### config.mk
export PLATFORM = sky130hd
export DESIGN_NAME = regfile_board_ctrl_flat
export DESIGN_NICKNAME = d
export VERILOG_FILES = /design/src/rtl/regfile_board_ctrl_if.sv /design/src/rtl/regfile_board_ctrl.sv /design/src/flat_wrapper.sv
export SDC_FILE = /design/constraint.sdc
export NUM_CORES = 1
export LEC_CHECK = 0
export ABC_AREA = 0
export CAP_MARGIN = 20
export CORE_MARGIN = 2
export CORE_UTILIZATION = 49
export DETAILED_ROUTE_END_ITERATION = 16
export PLACE_DENSITY = 0.8
export SETUP_SLACK_MARGIN = 0.4
export SYNTH_ARGS = -nofsm -noshare
export SYNTH_HDL_FRONTEND = slang
export SYNTH_SLANG_ARGS = --single-unit
### constraint.sdc
create_clock -name clk -period 2.4 [get_ports clk]
set_input_delay 0.48 -clock clk [delete_from_list [all_inputs] [get_ports clk]]
set_output_delay 0.48 -clock clk [all_outputs]
set_load 0.01 [all_outputs]
### src/rtl/regfile_board_ctrl_if.sv
// Register-file bus between the board controller and the banked
// register file: read/write addresses, write data, strobes and read data.
interface regfile_board_ctrl_if;
    logic [3:0]  r_addr_a;
    logic [3:0]  r_addr_b;
    logic [3:0]  r_addr_c;
    logic [31:0] r_data_a;
    logic [31:0] r_data_b;
    logic [31:0] r_data_c;
    logic [4:0]  M;
    logic [3:0]  w_addr;
    logic [31:0] w_data;
    logic [31:0] pc_data;
    logic        write_reg;
    logic        write_pc;
    logic        reg_we;

    modport master (
        output r_addr_a, r_addr_b, r_addr_c,
        output M, w_addr, w_data, pc_data,
        output write_reg, write_pc, reg_we,
        input  r_data_a, r_data_b, r_data_c
    );

    modport slave (
        input  r_addr_a, r_addr_b, r_addr_c,
        input  M, w_addr, w_data, pc_data,
        input  write_reg, write_pc, reg_we,
        output r_data_a, r_data_b, r_data_c
    );
endinterface

### src/rtl/regfile_board_ctrl.sv
// Board controller: debounces buttons, loads config from switches,
// sequences write/settle/capture on the register file and feeds the display.
module regfile_board_ctrl #(
    parameter int DB_CYCLES     = 16,
    parameter int SETTLE_CYCLES = 2
) (
    input  logic                        clk,
    input  logic                        rst,
    input  logic [31:0]                 sw,
    input  logic                        key_sel,
    input  logic                        key_load,
    input  logic                        key_commit,
    input  logic                        key_disp,
    input  logic                        key_clr,
    regfile_board_ctrl_if.master        rf,
    output logic [1:0]                  load_field,
    output logic [2:0]                  disp_sel,
    output logic [31:0]                 disp_data,
    output logic                        busy
);
    localparam int CW  = $clog2(DB_CYCLES) + 1;
    localparam int SCW = $clog2(SETTLE_CYCLES) + 1;

    typedef enum logic [1:0] {IDLE, WRITE, SETTLE, CAPTURE} state_t;

    logic [4:0]    key_raw;
    logic [4:0]    sync1;
    logic [4:0]    sync2;
    logic [4:0]    lvl;
    logic [4:0]    lvl_d;
    logic [4:0]    pulse;
    logic [CW-1:0] db_cnt [5];

    logic sel_p, load_p, commit_p, disp_p, clr_p;

    state_t           state_q;
    state_t           state_d;
    logic [SCW-1:0]   set_cnt;
    logic             settle_done;
    logic             capture;

    logic [31:0] shadow_a;
    logic [31:0] shadow_b;
    logic [31:0] shadow_c;

    assign key_raw = {key_clr, key_disp, key_commit, key_load, key_sel};

    always_ff @(posedge clk) begin
        if (rst) begin
            sync1 <= '0;
            sync2 <= '0;
            lvl   <= '0;
            lvl_d <= '0;
            for (int i = 0; i < 5; i++) db_cnt[i] <= '0;
        end else begin
            sync1 <= key_raw;
            sync2 <= sync1;
            lvl_d <= lvl;
            for (int i = 0; i < 5; i++) begin
                if (sync2[i] == lvl[i]) begin
                    db_cnt[i] <= '0;
                end else if (db_cnt[i] == CW'(DB_CYCLES - 1)) begin
                    lvl[i]    <= sync2[i];
                    db_cnt[i] <= '0;
                end else begin
                    db_cnt[i] <= db_cnt[i] + 1'b1;
                end
            end
        end
    end

    assign pulse    = lvl & ~lvl_d;
    assign sel_p    = pulse[0];
    assign load_p   = pulse[1];
    assign commit_p = pulse[2];
    assign disp_p   = pulse[3];
    assign clr_p    = pulse[4];

    assign settle_done = (set_cnt == SCW'(SETTLE_CYCLES - 1));

    always_ff @(posedge clk) begin
        if (rst) state_q <= IDLE;
        else     state_q <= state_d;
    end

    always_comb begin
        state_d   = state_q;
        rf.reg_we = 1'b0;
        capture   = 1'b0;
        busy      = (state_q != IDLE);
        unique case (state_q)
            IDLE: begin
                if (commit_p)
                    state_d = (rf.write_reg | rf.write_pc) ? WRITE : SETTLE;
            end
            WRITE: begin
                rf.reg_we = 1'b1;
                state_d   = SETTLE;
            end
            SETTLE: begin
                if (settle_done) state_d = CAPTURE;
            end
            CAPTURE: begin
                capture = 1'b1;
                state_d = IDLE;
            end
            default: state_d = IDLE;
        endcase
        if (clr_p) begin
            state_d = IDLE;
            capture = 1'b0;
        end
    end

    always_ff @(posedge clk) begin
        if (rst || state_q != SETTLE) set_cnt <= '0;
        else                          set_cnt <= set_cnt + 1'b1;
    end

    // Loads and selects only act in IDLE; a commit in the same cycle wins.
    always_ff @(posedge clk) begin
        if (rst || clr_p) begin
            rf.r_addr_a  <= '0;
            rf.r_addr_b  <= '0;
            rf.r_addr_c  <= '0;
            rf.M         <= '0;
            rf.w_addr    <= '0;
            rf.write_reg <= 1'b0;
            rf.write_pc  <= 1'b0;
            rf.w_data    <= '0;
            rf.pc_data   <= '0;
            shadow_a     <= '0;
            shadow_b     <= '0;
            shadow_c     <= '0;
            load_field   <= '0;
            disp_sel     <= '0;
        end else begin
            if (disp_p)
                disp_sel <= (disp_sel == 3'd5) ? 3'd0 : disp_sel + 3'd1;
            if (capture) begin
                shadow_a <= rf.r_data_a;
                shadow_b <= rf.r_data_b;
                shadow_c <= rf.r_data_c;
            end
            if (!busy && !commit_p) begin
                if (load_p) begin
                    case (load_field)
                        2'd0: begin
                            rf.r_addr_a  <= sw[31:28];
                            rf.r_addr_b  <= sw[27:24];
                            rf.r_addr_c  <= sw[23:20];
                            rf.M         <= sw[19:15];
                            rf.w_addr    <= sw[11:8];
                            rf.write_reg <= sw[1];
                            rf.write_pc  <= sw[0];
                        end
                        2'd1:    rf.w_data  <= sw;
                        2'd2:    rf.pc_data <= sw;
                        default: ;
                    endcase
                end
                if (sel_p)
                    load_field <= (load_field == 2'd2) ? 2'd0 : load_field + 2'd1;
            end
        end
    end

    always_ff @(posedge clk) begin
        if (rst) begin
            disp_data <= '0;
        end else begin
            case (disp_sel)
                3'd1:    disp_data <= shadow_a;
                3'd2:    disp_data <= shadow_b;
                3'd3:    disp_data <= shadow_c;
                3'd4:    disp_data <= rf.pc_data;
                3'd5:    disp_data <= 32'h8888_8888;
                default: disp_data <= 32'h0000_0000;
            endcase
        end
    end
endmodule

### src/flat_wrapper.sv
// flat-port wrapper written by rule: the top's interface ports become plain ports
module regfile_board_ctrl_flat 
#(
    parameter int DB_CYCLES     = 16,
    parameter int SETTLE_CYCLES = 2
)
  (clk, rst, sw, key_sel, key_load, key_commit, key_disp, key_clr, load_field, disp_sel, disp_data, busy, rf_r_addr_a, rf_r_addr_b, rf_r_addr_c, rf_M, rf_w_addr, rf_w_data, rf_pc_data, rf_write_reg, rf_write_pc, rf_reg_we, rf_r_data_a, rf_r_data_b, rf_r_data_c);
  regfile_board_ctrl_if rf_i ();
  input  logic clk;
  input  logic rst;
  input  logic [31:0] sw;
  input  logic key_sel;
  input  logic key_load;
  input  logic key_commit;
  input  logic key_disp;
  input  logic key_clr;
  output logic [1:0] load_field;
  output logic [2:0] disp_sel;
  output logic [31:0] disp_data;
  output logic busy;
  output wire logic [$bits(rf_i.r_addr_a)-1:0] rf_r_addr_a;
  output wire logic [$bits(rf_i.r_addr_b)-1:0] rf_r_addr_b;
  output wire logic [$bits(rf_i.r_addr_c)-1:0] rf_r_addr_c;
  output wire logic [$bits(rf_i.M)-1:0] rf_M;
  output wire logic [$bits(rf_i.w_addr)-1:0] rf_w_addr;
  output wire logic [$bits(rf_i.w_data)-1:0] rf_w_data;
  output wire logic [$bits(rf_i.pc_data)-1:0] rf_pc_data;
  output wire logic [$bits(rf_i.write_reg)-1:0] rf_write_reg;
  output wire logic [$bits(rf_i.write_pc)-1:0] rf_write_pc;
  output wire logic [$bits(rf_i.reg_we)-1:0] rf_reg_we;
  input wire logic [$bits(rf_i.r_data_a)-1:0] rf_r_data_a;
  input wire logic [$bits(rf_i.r_data_b)-1:0] rf_r_data_b;
  input wire logic [$bits(rf_i.r_data_c)-1:0] rf_r_data_c;
  assign rf_r_addr_a = rf_i.r_addr_a;
  assign rf_r_addr_b = rf_i.r_addr_b;
  assign rf_r_addr_c = rf_i.r_addr_c;
  assign rf_M = rf_i.M;
  assign rf_w_addr = rf_i.w_addr;
  assign rf_w_data = rf_i.w_data;
  assign rf_pc_data = rf_i.pc_data;
  assign rf_write_reg = rf_i.write_reg;
  assign rf_write_pc = rf_i.write_pc;
  assign rf_reg_we = rf_i.reg_we;
  assign rf_i.r_data_a = rf_r_data_a;
  assign rf_i.r_data_b = rf_r_data_b;
  assign rf_i.r_data_c = rf_r_data_c;
  regfile_board_ctrl #(.DB_CYCLES(DB_CYCLES), .SETTLE_CYCLES(SETTLE_CYCLES)) u_core (.clk(clk), .rst(rst), .sw(sw), .key_sel(key_sel), .key_load(key_load), .key_commit(key_commit), .key_disp(key_disp), .key_clr(key_clr), .rf(rf_i), .load_field(load_field), .disp_sel(disp_sel), .disp_data(disp_data), .busy(busy));
endmodule
==> impl_metrics.yaml <==
run_status:
  status: "completed"
floorplanning:
  core_area_um2: 20400
  fp.dieH_um: 149
  die_area_um2: 22100
  start_util_pct: 50.3
  die_w_um: 149
  rows: 52
  pin_count: 261
power_and_ir_drop:
  peakVddDrop_uv: 584
  finalPower_uw: 9870
  power.leakage_uw: 0.00532
  power_density_nw_per_um2: 695
timing:
  clock.fmax_mhz: 496
  relSlewSlack_pct: 27.1
  hold_viol: 0
  rsz0062_at_grt: "true"
  holdWs_ps: 436
  drv_slew: 0
  post-route-min-period_ps: 2020
  setup_viol: 0
  setup_ws_ps: 383
  fin_tns_setup_ps: 0
  timing.final.crit_share_pct: 84.1
  max_slew.worst_pin.slew_ps: 1090
  finalClockSkew_ps: 13.2
setup_path:
  startpoint: "u_core.state_q[0]"
  path_cells: "inv_1 > ha_4 > inv_1 > dlygate4sd2_1"
  r2r-start: "u_core.lvl[4]"
  slowest_stage: "dfxtp_2"
  cp-end-kind: "output pin"
  critPathLaunchType: "register"
  worstSetupPathType: "reg -> out"
  max_stage_delay_ps: 370
  worstPathRequired_ps: 1920
  critPathArrivalTime_ps: 1540
  crit_path_max_fanout: 4
  cp_common_cell: "inv_1"
logic_synthesis:
  synth_top_area_share_pct: 47.6
  ys_top_cells_by_area: "dfxtp_1, o221a_2, edfxtp_1, nand3_1, o21ai_0"
  netlist_instances: 958
  ys_seq_elements: 269
  syn_avg_cell_area_um2: 10.7
  synth_edf_count: 25
  synth.largest_area_cell: "dfxtp_1"
  yosysSeqAreaShare_pct: 54.9
  netlist_area_um2: 10300
  yosysMostFrequentCell: "dfxtp_1"
  synthTopCellsByCount: "dfxtp_1, o221a_2, nand3_1, o21ai_0, nand2_1"
  async_flop_share_pct: 0
  synthFlopType: "dfxtp_1"
  ys_types: 47
  yosys_warnings: 0
final_layout:
  fillerInstances: 1559
  multiInputGateArea_um2: 4220
  fin_area_um2: 14200
  drive_gt1_share_pct: 18.9
  register_area_um2: 5660
  area_growth_pct: 38.3
  finalNetCount: 1366
min_path:
  min_from: "u_core.set_cnt[0]"
  hp-class: "reg -> reg"
clocking:
  clkSinkCount: 269
  cts_tree: "yes"
  cts.clk_slew.worst_paths_ps: 60
  clkLatencyLatePin_ps: 540
  clockBufferDepth: 3
  cts_hold_buf: 0
  numCtsBuffers: 28
  cts_root_buf: "clkbuf_16"
  htree_levels: 1
global_route:
  grt_pass1_vias: 8435
  grt_usage_pct: 27.2
  antenna_found_initial: 2
  grt_overflow: 0
  grt_max_degree: 97
  grt_pass1_wl_um: 47100
drt:
  ant_nets: 0
  drt_first_pass_iters: 5
  initialDrtViolationCount: 728
  viasPerCell: 5.68
  drcViolationCount: 0
  routed_wl_um: 31100
  wl_per_cell_um: 20.7
  vias: 8556
place:
  portBuffers: 260
  gp_congestion: 0.826
  hpwl_um: 21200
  place_area_um2: 13100
  dpl_worst_slack_ps: 173
flow_run:
  maxCapViolations: 0
[per-layer routing]
metal / vias up / part of all wire (%) / global-route usage [%] / wire, um
met5: - / 0.045 / 0 / 14
met2: 390 / 46 / 44.2 / 14400
li1: 4014 / - / - / -
met3: 56 / 8.6 / 5.72 / 2690
met1: 4094 / 42 / 36.0 / 12900
met4: 2 / 3.5 / 10.0 / 1090
[worst paths after layout]
check | endpoint | slack (ps) | depth (start not counted)
setup / recovery | busy | 380 | 4
hold / removal | u_core.set_cnt[0] | 440 | 1
setup reg to reg | u_core.shadow_b[14] | 550 | 3
hold reg to reg | u_core.set_cnt[0] | 440 | 1
[logic make-up (layout without fill, tap and decap cells)]
family                   after synthesis  count (layout)  share of synthesized area [%]
AO/OA/AOI/OAI                        278             278                           22.1
XOR/XNOR                              17              17                           1.52
adder cells (fa/ha/maj)               17              17                           2.07
buffers and inverters                101             354                           5.57
flip-flops                           269             269                           54.9
multiplexers                           9               9                          0.877
other                                  1              26                         0.0365
AND/OR/NAND/NOR                      266             267                           13.0
[what timing repair did]
item,4_1_cts,5_1_grt
endpoints found under the setup margin,61,42
cloned,1,0
pin swaps,1,1
buffers inserted,0,3
resized for setup,36,14
[cell usage in the layout, fill, tap and decap left out, types with 12 or more instances in the layout]
| master | count |
|---|---|
| inv_1 | 13 |
| conb_1 | 25 |
| clkbuf_16 | 30 |
| buf_4 | 20 |
| a22oi_1 | 25 |
| edfxtp_1 | 25 |
| nor2b_1 | 22 |
| o21ai_1 | 32 |
| nand2_1 | 61 |
| nand3_1 | 92 |
| dfxtp_2 | 22 |
| o221a_2 | 96 |
| clkdlybuf4s50_1 | 237 |
| a21oi_1 | 18 |
| ha_1 | 14 |
| o21ai_0 | 63 |
| a22o_1 | 14 |
| nor2_1 | 53 |
| dlygate4sd2_1 | 12 |
| dfxtp_1 | 222 |
[layout make-up]
| class | count | share of cell area, % |
|---|---|---|
| inverter | 15 | 0.414 |
| clock buffer | 44 | 6.30 |
| timing repair buffer | 287 | 20.5 |
| antenna | 1 | 0.0176 |
| clock inverter | 8 | 0.828 |
| sequential | 269 | 39.9 |
| tap | 270 | 2.38 |
| multi-input combinational | 613 | 29.7 |
[metrics by stage]
| stage | std cells | utilization [%] |
|---|---|---|
| detailed placement | 1450 | 64.1 |
| CTS | 1503 | 69.2 |
| finish | 1507 | 69.5 |
| floorplan | 982 | - |
| global route | 1507 | 69.5 |
| global placement | 1450 | 64.1 |
[worst max-delay path, delay by kind of cell (launching register included)]
kind                       cells  cell delay [ps]
buffers and inverters          3              450
DFF                            1              370
adders and majority gates      1              190
[power breakdown]
part	total [uW]	internal [uW]	switching (uW)
clock network	4630	2870	1760
registers	4620	4580	37.7
logic	615	343	273
total	9870	7800	2070
(Power assumes the default switching activity.)
